## src/rtl/timer_pkg.sv

```systemverilog
// timer_pkg: constants and state encoding shared by the countdown timer and
// its millisecond-to-mm:ss converter.
//   TIME_W      width of a millisecond count (0..4,194,303)
//   MIN_W/SEC_W/MS_W  widths of the minutes/seconds/millis fields
//   MS_PER_MIN, MS_PER_SEC  conversion constants
//   timer_state_e  FSM encoding of countdown_timer
package timer_pkg;

  localparam int TIME_W = 22;
  localparam int MIN_W  = 7;
  localparam int SEC_W  = 6;
  localparam int MS_W   = 10;

  localparam logic [TIME_W-1:0] MS_PER_MIN = 22'd60000;
  localparam logic [TIME_W-1:0] MS_PER_SEC = 22'd1000;

  typedef enum logic [2:0] {
    ST_IDLE    = 3'd0,
    ST_CONVERT = 3'd1,
    ST_ARMED   = 3'd2,
    ST_RUN     = 3'd3,
    ST_DONE    = 3'd4
  } timer_state_e;

endpackage

```

## src/rtl/ms_to_mmss.sv

```systemverilog
// ms_to_mmss: iterative converter from a millisecond count to
// minutes / seconds / millis, one subtraction step per clock.
// Ports:
//   clk, rst_n        clock, synchronous active-low reset
//   start             capture value and begin converting (restarts if busy)
//   abort             drop any conversion and zero the work state
//   value             millisecond count to convert
//   busy              conversion in progress
//   valid             results are final this cycle (combinational, only
//                     while busy); the converter goes idle at the next edge
//   minutes, seconds, millis  results, meaningful while valid is high
//
// Handshake: the client pulses start; busy rises on the next edge.  In the
// last busy cycle valid is high and the result ports hold the final values;
// the client captures them on that same edge, so a conversion with M
// minutes and S seconds spends exactly M+S+1 cycles busy.
module ms_to_mmss
  import timer_pkg::*;
(
  input  logic              clk,
  input  logic              rst_n,
  input  logic              start,
  input  logic              abort,
  input  logic [TIME_W-1:0] value,
  output logic              busy,
  output logic              valid,
  output logic [MIN_W-1:0]  minutes,
  output logic [SEC_W-1:0]  seconds,
  output logic [MS_W-1:0]   millis
);

  logic              busy_q, busy_d;
  logic [TIME_W-1:0] work_q, work_d;
  logic [MIN_W-1:0]  min_q,  min_d;
  logic [SEC_W-1:0]  sec_q,  sec_d;

  always_comb begin
    busy_d = busy_q;
    work_d = work_q;
    min_d  = min_q;
    sec_d  = sec_q;
    valid  = 1'b0;
    if (abort) begin
      busy_d = 1'b0;
      work_d = '0;
      min_d  = '0;
      sec_d  = '0;
    end else if (start) begin
      busy_d = 1'b1;
      work_d = value;
      min_d  = '0;
      sec_d  = '0;
    end else if (busy_q) begin
      if (work_q >= MS_PER_MIN) begin
        work_d = work_q - MS_PER_MIN;
        min_d  = min_q + MIN_W'(1);
      end else if (work_q >= MS_PER_SEC) begin
        work_d = work_q - MS_PER_SEC;
        sec_d  = sec_q + SEC_W'(1);
      end else begin
        // Remainder is below one second: it is the millis field.
        valid  = 1'b1;
        busy_d = 1'b0;
      end
    end
  end

  always_ff @(posedge clk) begin
    if (!rst_n) begin
      busy_q <= 1'b0;
      work_q <= '0;
      min_q  <= '0;
      sec_q  <= '0;
    end else begin
      busy_q <= busy_d;
      work_q <= work_d;
      min_q  <= min_d;
      sec_q  <= sec_d;
    end
  end

  assign busy    = busy_q;
  assign minutes = min_q;
  assign seconds = sec_q;
  // Only meaningful when valid, where work_q < 1000 fits in MS_W bits.
  assign millis  = work_q[MS_W-1:0];

endmodule

```

## src/rtl/countdown_timer.sv

```systemverilog
// countdown_timer: millisecond countdown with mm:ss.ms display fields.
// Ports:
//   clk, rst_n        clock, synchronous active-low reset
//   maxtime           programmed duration in ms
//   load/start/stop/clear  one-cycle command pulses, priority
//                     clear > load > stop > start in every state
//   remaining_ms      ms left; minutes/seconds/millis the same value split
//   ready             high in ARMED (start will be accepted)
//   running           high in RUN
//   done              one-cycle pulse on expiry
//   alarm             level, high in DONE
//   dbg_state         current FSM state, for observation
// All outputs are registered.  TICK_DIV clk cycles make one millisecond.
module countdown_timer
  import timer_pkg::*;
#(
  parameter int TICK_DIV = 100000
) (
  input  logic              clk,
  input  logic              rst_n,
  input  logic [TIME_W-1:0] maxtime,
  input  logic              load,
  input  logic              start,
  input  logic              stop,
  input  logic              clear,
  output logic [TIME_W-1:0] remaining_ms,
  output logic [MIN_W-1:0]  minutes,
  output logic [SEC_W-1:0]  seconds,
  output logic [MS_W-1:0]   millis,
  output logic              ready,
  output logic              running,
  output logic              done,
  output logic              alarm,
  output timer_state_e      dbg_state
);

  localparam int PRE_W = (TICK_DIV > 1) ? $clog2(TICK_DIV) : 1;
  localparam logic [PRE_W-1:0] PRE_LAST = PRE_W'(TICK_DIV - 1);

  timer_state_e      state_q, state_d;
  logic [PRE_W-1:0]  pre_q,   pre_d;
  logic [TIME_W-1:0] rem_q,   rem_d;
  logic [MIN_W-1:0]  min_q,   min_d;
  logic [SEC_W-1:0]  sec_q,   sec_d;
  logic [MS_W-1:0]   ms_q,    ms_d;
  logic              ready_q, ready_d;
  logic              run_q,   run_d;
  logic              done_q,  done_d;
  logic              alarm_q, alarm_d;

  logic              tick;
  logic              conv_start, conv_abort;
  logic              conv_busy, conv_valid;
  logic [MIN_W-1:0]  conv_min;
  logic [SEC_W-1:0]  conv_sec;
  logic [MS_W-1:0]   conv_ms;

  // The converter starts on the same edge that moves the FSM into CONVERT,
  // so its step count lines up with the cycles spent in CONVERT.
  assign conv_start = load & ~clear;
  assign conv_abort = clear;

  ms_to_mmss u_conv (
    .clk     (clk),
    .rst_n   (rst_n),
    .start   (conv_start),
    .abort   (conv_abort),
    .value   (maxtime),
    .busy    (conv_busy),
    .valid   (conv_valid),
    .minutes (conv_min),
    .seconds (conv_sec),
    .millis  (conv_ms)
  );

  assign tick = (state_q == ST_RUN) && (pre_q == PRE_LAST);

  always_comb begin
    state_d = state_q;
    pre_d   = pre_q;
    rem_d   = rem_q;
    min_d   = min_q;
    sec_d   = sec_q;
    ms_d    = ms_q;
    done_d  = 1'b0;
    if (clear) begin
      state_d = ST_IDLE;
      pre_d   = '0;
      rem_d   = '0;
      min_d   = '0;
      sec_d   = '0;
      ms_d    = '0;
    end else if (load) begin
      state_d = ST_CONVERT;
      pre_d   = '0;
      rem_d   = maxtime;
      min_d   = '0;
      sec_d   = '0;
    end else begin
      case (state_q)
        ST_CONVERT: begin
          if (conv_busy && conv_valid) begin
            min_d   = conv_min;
            sec_d   = conv_sec;
            ms_d    = conv_ms;
            state_d = (rem_q != '0) ? ST_ARMED : ST_IDLE;
          end
        end
        ST_ARMED: begin
          // stop outranks start, so start+stop leaves the timer armed.
          if (start && !stop) state_d = ST_RUN;
        end
        ST_RUN: begin
          // The prescaler counts every RUN cycle, including the one in
          // which stop is sampled; it is held while ARMED so a resume
          // keeps the partial millisecond.
          if (tick) begin
            pre_d = '0;
            if (rem_q != '0) begin
              rem_d = rem_q - TIME_W'(1);
              if (ms_q == '0) begin
                ms_d = MS_W'(999);
                if (sec_q == '0) begin
                  sec_d = SEC_W'(59);
                  min_d = min_q - MIN_W'(1);
                end else begin
                  sec_d = sec_q - SEC_W'(1);
                end
              end else begin
                ms_d = ms_q - MS_W'(1);
              end
              if (rem_q == TIME_W'(1)) begin
                state_d = ST_DONE;
                done_d  = 1'b1;
              end
            end
          end else begin
            pre_d = pre_q + PRE_W'(1);
          end
          if (stop && state_d == ST_RUN) state_d = ST_ARMED;
        end
        default: ;
      endcase
    end
    ready_d = (state_d == ST_ARMED);
    run_d   = (state_d == ST_RUN);
    alarm_d = (state_d == ST_DONE);
  end

  always_ff @(posedge clk) begin
    if (!rst_n) begin
      state_q <= ST_IDLE;
      pre_q   <= '0;
      rem_q   <= '0;
      min_q   <= '0;
      sec_q   <= '0;
      ms_q    <= '0;
      ready_q <= 1'b0;
      run_q   <= 1'b0;
      done_q  <= 1'b0;
      alarm_q <= 1'b0;
    end else begin
      state_q <= state_d;
      pre_q   <= pre_d;
      rem_q   <= rem_d;
      min_q   <= min_d;
      sec_q   <= sec_d;
      ms_q    <= ms_d;
      ready_q <= ready_d;
      run_q   <= run_d;
      done_q  <= done_d;
      alarm_q <= alarm_d;
    end
  end

  assign remaining_ms = rem_q;
  assign minutes      = min_q;
  assign seconds      = sec_q;
  assign millis       = ms_q;
  assign ready        = ready_q;
  assign running      = run_q;
  assign done         = done_q;
  assign alarm        = alarm_q;
  assign dbg_state    = state_q;

endmodule

```

## config.mk

```make
export PLATFORM = sky130hd
export DESIGN_NAME = countdown_timer
export DESIGN_NICKNAME = d
export VERILOG_FILES = /design/src/rtl/timer_pkg.sv /design/src/rtl/ms_to_mmss.sv /design/src/rtl/countdown_timer.sv
export SDC_FILE = /design/constraint.sdc
export NUM_CORES = 1
export LEC_CHECK = 0
export ABC_CLOCK_PERIOD_IN_PS = 6500
export CAP_MARGIN = 20
export CORE_ASPECT_RATIO = 1.25
export CORE_MARGIN = 2
export CORE_UTILIZATION = 50
export CTS_BUF_LIST = sky130_fd_sc_hd__clkbuf_8 sky130_fd_sc_hd__clkbuf_16
export DETAILED_ROUTE_END_ITERATION = 8
export GPL_TIMING_DRIVEN = 0
export PLACE_DENSITY_LB_ADDON = 0.2
export SYNTH_ARGS = -nofsm -noshare
export SYNTH_HDL_FRONTEND = slang
export SYNTH_SLANG_ARGS = --single-unit
```

## constraint.sdc

```tcl
create_clock -name clk -period 6.5 [get_ports clk]
set_clock_uncertainty 0.05 [all_clocks]
set_input_delay 0.65 -clock clk [delete_from_list [all_inputs] [get_ports clk]]
set_output_delay 0.65 -clock clk [all_outputs]
set_load 0.02 [all_outputs]
```

Word-level counts from Yosys, hierarchy flattened:

Cells that the tools add are included.

* input port bits: 28
* output and inout bits: 52
* flip-flop bits (word level): 105

* $lt $le $gt $ge: 2
* add/sub/neg operators: 9
* reductions and logical operators: 25
* multiplexer cells: 49
* equality and inequality tests: 14
* bitwise gates (word level): 8

Operator list (number)
* $mux 22: 8
* $mux 10: 4
* $mux 7: 5
* $mux 3: 11
* $mux 6: 5
* $eq 22x1->1 const B: 1
* $ge 22x10->1 const B: 1
* $ge 22x16->1 const B: 1
* $reduce_bool 22->1: 1
* $sub 22x1->22 const B: 1
* $sub 22x10->22 const B: 1
* $sub 22x16->22 const B: 1
* $pmux 10 s2: 1
* $add 17x1->17 const B: 1
* $eq 17x17->1 const B: 1
* $mux 17: 1
* $eq 3x2->1 const B: 5
* $pmux 7 s2: 1
* $pmux 6 s2: 1
* $logic_not 10->1: 1
* $mux 1: 10
* $reduce_and 5->1: 2
* $reduce_bool 2->1: 5
* $sub 10x1->10 const B: 1
* 22 further kinds: 37

Depth between registers and ports, before layout:

Gate-level depths: netlist of run 1.

* word-level depth: 14
* gate-level depth with buffers: 10
* gate-level depth less buffers: 9

Modules after synthesis:

A second synthesis of run 1 with hierarchy kept.

* cells, all modules: 749
* area total of the unflattened synthesis: 6137.1 um^2

Modules (own cells, without submodules)
* countdown_timer: instances 1, seq. area each 1381.3 um^2, area an instance 3897.5 um^2, cells each 465
* ms_to_mmss: instances 1, seq. area each 720.7 um^2, area an instance 2239.6 um^2, cells each 284

Worst setup path before layout of run 1:

OpenSTA, ideal clock, no wires.

* kind: register -> register
* start: reg pre_q[6]
* end: reg ms_q[4] (netlist: millis[4])
* library setup time: 0.132 ns
* slack: 3.875 ns
* required time: 6.318 ns
* arrival time: 2.443 ns
* cell stages (with the launch flop): 10
* path through: dfxtp_1 -> or4_1 -> or4_4 -> a311oi_4 -> buf_6 -> a31oi_4 -> nor2_8 -> buf_8 -> mux2i_1 -> a21oi_1

* word-level cells in the longest chain between the ends: 4

Ends and longest elaborated chain
* start: declaration: RTL line countdown_timer.sv:41 `logic [PRE_W-1:0] pre_q, pre_d;`
* start signal: assignment: RTL line countdown_timer.sv:164 `pre_q <= pre_d;`
* $eq 17x17->1: RTL line countdown_timer.sv:76 `assign tick = (state_q == ST_RUN) && (pre_q == PRE_LAST);`
* $logic_and 1x1->1: RTL line countdown_timer.sv:76
* $ne 2x2->1 (no line)
* $reduce_and 5->1 (no line)
* end signal: assignment: RTL line countdown_timer.sv:168 `ms_q <= ms_d;`
* end: declaration: RTL line countdown_timer.sv:45 `logic [MS_W-1:0] ms_q, ms_d;`

Every way passes these cells.
A chain may end at the register's enable or synchronous reset.

Worst setup path in the final report of run 1:

* start: reg ms_q[0] (netlist: millis[0])
* end: reg min_q[2] (netlist: minutes[2])

* word-level cells in the longest chain between the ends: 3

Ends and longest elaborated chain
* $logic_not 10->1: RTL line countdown_timer.sv:121 `if (ms_q == '0) begin`
* $ne 2x1->1 (no line)
* $reduce_and 6->1 (no line)
* end signal: assignment: RTL line countdown_timer.sv:166 `min_q <= min_d;`
* end: declaration: RTL line countdown_timer.sv:43 `logic [MIN_W-1:0] min_q, min_d;`

Every way passes these cells.

==> results.ini, run 1 <==
[worst_setup_path]
crit_buf_inv=2
timing.reg2reg.setup_slack_ns=3.44
critPathMaxStageDelay_ns=0.67
path_class=flop to flop
arrival_ns=3.22
cp_cell_sequence=inv_1 > ha_1 > nor4b_1 > nand2_1 > nor2_1 > a32oi_2 > or2_1 > clkbuf_1 > o21ai_1 > a21oi_1
timing.rr.end=minutes[2]$_SDFFE_PP0P_
worst-r2r-cell-count=10
start_kind=flop
crit_end=minutes[2]$_SDFFE_PP0P_
cp-end-kind=flop
critPathTopFamily=simple AND/OR/NAND/NOR gates
slowest_stage=nor4b_1
required_ns=6.65
r2r_start=millis[0]$_SDFFE_PP0P_
crit_fanout=8
cp-startpoint=millis[0]$_SDFFE_PP0P_
path_depth=10

[min_path]
min_path_type=flop to flop

[cts]
clock-sinks=105
clkTransAtPathRegs_ns=0.08
cts_tree=yes
post_cts_buffers=0
root_buffer=clkbuf_16
ctsHoldBuffers=0
htreeDepth=3
clock_path_buffers=2
postCtsResizedCells=0
insertion_delay_ns=0.35
numCtsBuffers=9

[grt]
grt_max_degree=18
grt_first_pass_wirelength_um=28040
grt_use_met3_pct=2.851
grt_use_met2_pct=47.37
grt_use_total_pct=27.57
gr-usage-met1_pct=33.54
top_usage_layer=met2
grt_pass1_vias=5794
antenna_found_initial=0
gr-total-overflow=0

[final_layout]
final_core_util_pct=62.58
postLayoutCellArea_sq_um=7234
diodes=0
fin_nets=869
area_growth_pct=22.40
drive_gt1_share_pct=4.922
layout.cells.non_filler=971

[detailed_routing]
wl_per_cell_um=18.06
wirelength_um=17540
vias=5989
drc_errors=0
ant_nets=0
drt_iter0_drc=400
drt_pass1_iterations=5
avgViaCountPerCell=6.168

[placed_design]
port-buffer-count=79
place_area_sq_um=6874
dp.cells=955
dp_hpwl_um=13100
place.gp.congestion=0.9633

[synthesis]
synth-edff-count=0
synth_area_sq_um=5911
ys_async_sr_fraction_pct=0
seq_area_frac_synth_pct=35.56
mappedNetlistNets=779
synth_flop_cell=dfxtp_1
ys_warn_count=0
avgSynthCellArea_sq_um=8.009
synth-seq-cells=105
synth_cell_types=73
syn_inst=738

[sta]
slew_viol_final=0
fmax_mhz=326.6
fin_crit_ns=3.062
max_slew_margin_pct=45.38
grt_setup_unrepaired=no
final_hold_viol_count=0
tns_ns=0
setup_violations=0
holdWs_ns=0.4388
worstMarginPinSlew_ns=0.8079
period_share_pct=47.11

[job]
max_cap_violations=0

[power]
p_leak_nw=2.519
power_density_nw_per_um2=205.3
ir_drop_mv=0.09929

[floorplan]
die_height_um=125.6
die-area_sq_um=12710
io_pins=80
core_area_sq_um=11560
start_util_pct=51.13
die_w_um=101.2
num_rows=44

[outcome]
status=complete, no violations

## layout by cell type (no fill, tap or decap), types with 22 or more instances in the layout
master           instances
o21ai_0                 44
a21oi_1                 72
nand3_1                 23
nand2_1                 63
nor2_1                  79
xnor2_1                 22
dfxtp_1                105
xor2_1                  37
clkdlybuf4s50_1         79
clkbuf_1                35
## worst register-to-register path, stage by stage (launching register included)
cell and delay (ns):
dfxtp_1 0.36, inv_1 0.07, ha_1 0.16, nor4b_1 0.67, nand2_1 0.27, nor2_1 0.38
a32oi_2 0.23, or2_1 0.30, clkbuf_1 0.18, o21ai_1 0.17, a21oi_1 0.08
## routing by layer
layer / vias to the layer above / share of wire, %
met5: - / 0
met4: 0 / 3.7
met3: 44 / 4.8
met2: 231 / 51
met1: 2867 / 40
li1: 2847 / -
## power breakdown
group,leakage [nW],switching [W],internal [W]
Sequential,0.850,0.0000123,0.000653
Combinational,1.49,0.000104,0.0000651
Clock,0.177,0.000250,0.000401
## kinds of logic (layout without fill, tap and decap cells)
family | after synthesis | in the layout | synth area share [%]
AO/OA/AOI/OAI | 200 | 200 | 21.32
XOR/XNOR | 59 | 59 | 8.742
adder cells (fa/ha/maj) | 13 | 13 | 2.752
buffers and inverters | 62 | 157 | 4.255
AND/OR/NAND/NOR | 290 | 290 | 25.85
multiplexers | 9 | 9 | 1.524
flip-flops | 105 | 105 | 35.56
## sequential cells by signal (all words and copies together) (netlist names)
signal / flops
done: 1
remaining_ms: 22
u_conv.work_q: 22
dbg_state: 3
ready: 1
minutes: 7
millis: 10
alarm: 1
seconds: 6
pre_q: 17
u_conv.seconds: 6
u_conv.busy: 1
u_conv.minutes: 7
running: 1
## cell usage after synthesis (all sizes together), types with 6 or more instances
library cell | instances | area, sq um
nor2b | 6 | 37.54
and3 | 13 | 82.58
nand2b | 7 | 43.79
o21ai | 51 | 255.2
dfxtp | 105 | 2102
a31oi | 10 | 77.57
or3 | 13 | 81.33
a21oi | 72 | 360.4
nand3 | 25 | 150.1
ha | 13 | 162.7
clkbuf | 35 | 131.4
o211ai | 10 | 75.07
nor4 | 14 | 100.1
nor3 | 23 | 140.1
nand2 | 64 | 242.7
xor2 | 37 | 324.1
a211o | 6 | 52.55
nor2 | 81 | 322.8
o22ai | 11 | 68.82
nand4 | 16 | 100.1
or4 | 9 | 75.07
mux2i | 9 | 90.09
inv | 22 | 82.58
xnor2 | 22 | 192.7
## worst min path at each step
stage	depth (start not counted)	slack (ns)	to	from
after detailed placement	2	0.42	u_conv.work_q[0]$_SDFFE_PP0P_	u_conv.work_q[0]$_SDFFE_PP0P_
after CTS	2	0.44	u_conv.work_q[0]$_SDFFE_PP0P_	u_conv.work_q[0]$_SDFFE_PP0P_
after global placement	2	0.42	u_conv.work_q[0]$_SDFFE_PP0P_	u_conv.work_q[0]$_SDFFE_PP0P_
after global routing	2	0.46	u_conv.work_q[0]$_SDFFE_PP0P_	u_conv.work_q[0]$_SDFFE_PP0P_
after floorplan	2	0.40	u_conv.work_q[0]$_SDFFE_PP0P_	u_conv.work_q[0]$_SDFFE_PP0P_
final	2	0.44	u_conv.work_q[0]$_SDFFE_PP0P_	u_conv.work_q[0]$_SDFFE_PP0P_
## final cells by class
cell class	instances	area [sq um]
buffer	39	165.2
tap	138	172.7
clock buffer	11	252.7
timing repair buffer	79	790.8
fill	1038	4327
sequential	105	2102
clock inverter	5	107.6
multi-input combinational	571	3557
inverter	23	86.33
## metrics by stage
step	power, W	worst slack, ns
after floorplan	0.0007796	3.875
after global placement	0.0008433	3.138
after detailed placement	0.0008456	3.152
after CTS	0.001487	3.458
after global routing	0.001527	3.164
final	0.001485	3.438
(Power assumes the default switching activity.)
==> inputs of run 2 (changes only) <==
--- a/config.mk
+++ b/config.mk
@@ -5,7 +5,7 @@
 export SDC_FILE = /design/constraint.sdc
 export NUM_CORES = 1
 export LEC_CHECK = 0
-export ABC_CLOCK_PERIOD_IN_PS = 6500
+export ABC_CLOCK_PERIOD_IN_PS = 2900
 export CAP_MARGIN = 20
 export CORE_ASPECT_RATIO = 1.25
 export CORE_MARGIN = 2
==> constraint.sdc (replaced) <==
create_clock -name clk -period 2.9 [get_ports clk]
set_clock_uncertainty 0.05 [all_clocks]
set_input_delay 0.29 -clock clk [delete_from_list [all_inputs] [get_ports clk]]
set_output_delay 0.29 -clock clk [all_outputs]
set_load 0.02 [all_outputs]
==> run 2 against run 1 <==
Register-to-register slack got worse by 3.4 ns. Worst setup slack worse by 3.4 ns. Fmax rose by 8.0%. Sequential cell count unchanged. Cell count grew 0.21%. Critical path depth shrank 2. Clock power grew 120%. Total power up 120%. Sequential power grew 120%. Critical endpoint is now remaining_ms[20]$_SDFFE_PP0P_. Largest power group unchanged.
==> results.ini, run 2 (synthesis gave the netlist of run 1 again) <==
[sta]
tns_ns=0  ; unchanged
fin_crit_ns=2.836  ; -0.2261 ns
slew_viol_final=0  ; unchanged
fmax_mhz=352.6  ; +8.0%
setup_violations=0  ; unchanged
period_share_pct=97.79  ; +51 points
holdWs_ns=0.4406  ; +0.001752 ns
grt_setup_unrepaired=yes
worstMarginPinSlew_ns=0.9693  ; +0.1614 ns
final_hold_viol_count=0  ; unchanged
max_slew_margin_pct=34.88  ; -10 points

[job]
max_cap_violations=0  ; unchanged

[power]
power_density_nw_per_um2=455.3  ; +120%
total_power_w=0.003339  ; +120%
p_int_w=0.002513  ; +120%
swShare_pct=24.74  ; +0.070 points
p_leak_nw=2.546  ; +1.0%
power_frac_clock_pct=43.6  ; -0.2 points
ir_drop_mv=0.2254  ; +130%
seq_power_share_pct=44.7  ; about the same
power.switching_w=0.0008263  ; +130%
combPwrFrac_pct=11.7  ; +0.3 points

[placed_design]
dp.cells=955  ; unchanged
place.gp.congestion=0.9633  ; unchanged
dp_hpwl_um=13100  ; unchanged
port-buffer-count=79  ; unchanged

[floorplan]
num_rows=44  ; unchanged
die_height_um=125.6  ; unchanged
start_util_pct=51.13  ; unchanged
core_area_sq_um=11560  ; unchanged
io_pins=80  ; unchanged
die_w_um=101.2  ; unchanged
die-area_sq_um=12710  ; unchanged

[detailed_routing]
drt_pass1_iterations=5  ; unchanged
drt_iter0_drc=438  ; +9.5%
drc_errors=0  ; unchanged
vias=6066  ; +1.3%
wirelength_um=17740  ; +1.2%
wl_per_cell_um=18.23  ; +0.96%
avgViaCountPerCell=6.234  ; +1.1%
ant_nets=0  ; unchanged

[final_layout]
diodes=0  ; unchanged
final_common_cell=dfxtp_1
layout_common_cells=104 x dfxtp_1, 79 x clkdlybuf4s50_1, 78 x nor2_1
fin_nets=871  ; +0.23%
drive_gt1_share_pct=6.467  ; +1.5 points
fill_cells=1031  ; -0.67%
area_growth_pct=24.09
layout.cells.non_filler=973  ; +0.21%

[grt]
grt_max_degree=18  ; unchanged
grt_use_total_pct=27.58  ; about the same
grt_first_pass_wirelength_um=28060  ; about the same
antenna_found_initial=0  ; unchanged
grt_pass1_vias=5799  ; +0.086%
gr-total-overflow=0  ; unchanged

[worst_setup_path]
required_ns=3.08  ; -3.57 ns
cp-end-kind=flop
start_kind=flop
crit_fanout=6  ; -2
arrival_ns=3.02  ; -0.20 ns
path_class=flop to flop

[outcome]
status=complete, no violations

[cts]
clkTransAtPathRegs_ns=0.07  ; about the same
clock-sinks=105  ; unchanged
htreeDepth=3  ; unchanged
clock_path_buffers=2  ; unchanged
ctsHoldBuffers=0  ; unchanged
cts_tree=yes
insertion_delay_ns=0.35  ; about the same
numCtsBuffers=9  ; unchanged
root_buffer=clkbuf_16

[min_path]
min_path_type=flop to flop

==> run 2: area by class of cell <==
class	instances	area, sq um	share of cell area, %
repair buffers	82	825.8	11.26
clock buffers	11	252.7	3.446
multi-input cells	571	3623	49.40
plain buffers	38	162.7	2.218
inverters	23	86.33	1.177
well taps	138	172.7	2.354
flip-flops and latches	105	2103	28.68
clock inverters	5	107.6	1.467
==> run 2: metal layers <==
metal	GRT usage [%]	wire [um]	vias to the layer above
li1	-	-	2866
met1	33.44	7081	2885
met2	47.33	9009	258
met3	3.018	940	57
met4	14.31	709	0
met5	0	0	-
==> run 2: final timing paths <==
path                                               startpoint                            end  slack (ns)  cells after the start
worst max register to register          pre_q[6]$_SDFFE_PP0P_  remaining_ms[20]$_SDFFE_PP0P_        0.06                      8
worst min register to register  u_conv.work_q[0]$_SDFFE_PP0P_  u_conv.work_q[0]$_SDFFE_PP0P_        0.44                      2
worst max-delay path                    pre_q[6]$_SDFFE_PP0P_  remaining_ms[20]$_SDFFE_PP0P_        0.06                      8
worst min-delay path            u_conv.work_q[0]$_SDFFE_PP0P_  u_conv.work_q[0]$_SDFFE_PP0P_        0.44                      2
==> run 2: repair_timing <==
item / in CTS / in global routing
resized for setup: 2 / 14
hold endpoints to repair: 0 / 0
setup endpoints to repair: 12 / 40
setup buffers: 1 / 2
gates cloned: 0 / 0
pin swaps: 2 / 2
==> run 2: stage by stage <==
stage                     util (%)  setup slack [ns]  cell area (sq um)
after floorplan                  -            0.2752               5911
after global placement       59.46           -0.1018               6874
after detailed placement     59.46           -0.1300               6874
after CTS                    62.71          -0.02132               7249
after global routing         63.44          -0.02824               7335
final                        63.44           0.06412               7335
==> run 2: critical path, cell delays in order (launching register included) <==
cell and delay (ns):
dfxtp_2 0.35, or4_1 0.53, or4_4 0.48, a311oi_4 0.34, buf_4 0.20, nand3_4 0.12, or4_4 0.44, xor2_1 0.14
o21ai_1 0.07
==> run 2: power by group through the flow <==
stage	registers, W	logic [W]	clock network [W]
global placement	0.00152	0.000368	0
detailed placement	0.00152	0.000371	0
finish	0.00149	0.000392	0.00146
CTS	0.00149	0.000374	0.00147
floorplan	0.00153	0.000213	0
global route	0.00149	0.000421	0.00152
==> inputs of run 3 (changes only) <==
--- a/config.mk
+++ b/config.mk
@@ -5,12 +5,13 @@
 export SDC_FILE = /design/constraint.sdc
 export NUM_CORES = 1
 export LEC_CHECK = 0
-export ABC_CLOCK_PERIOD_IN_PS = 2900
+export ABC_CLOCK_PERIOD_IN_PS = 3600
 export CAP_MARGIN = 20
 export CORE_ASPECT_RATIO = 1.25
 export CORE_MARGIN = 2
 export CORE_UTILIZATION = 50
 export CTS_BUF_LIST = sky130_fd_sc_hd__clkbuf_8 sky130_fd_sc_hd__clkbuf_16
+export CTS_CLUSTER_DIAMETER = 40
 export DETAILED_ROUTE_END_ITERATION = 8
 export GPL_TIMING_DRIVEN = 0
 export PLACE_DENSITY_LB_ADDON = 0.2
==> constraint.sdc (replaced) <==
create_clock -name clk -period 3.6 [get_ports clk]
set_clock_uncertainty 0.05 [all_clocks]
set_input_delay 0.36 -clock clk [delete_from_list [all_inputs] [get_ports clk]]
set_output_delay 0.36 -clock clk [all_outputs]
set_load 0.02 [all_outputs]
==> results of run 3 <==
The final DEF is identical to that of run 1. Status: complete, no violations.
Main changes from that run: setup slack after placement 3.152 ns -> 0.5417 ns; setup slack after layout 3.438 ns -> 0.5380 ns; register-to-register setup slack 3.44 ns -> 0.54 ns; total power 0.001485 W -> 0.002681 W; worst IR drop on VDD 0.09929 mV -> 0.1793 mV
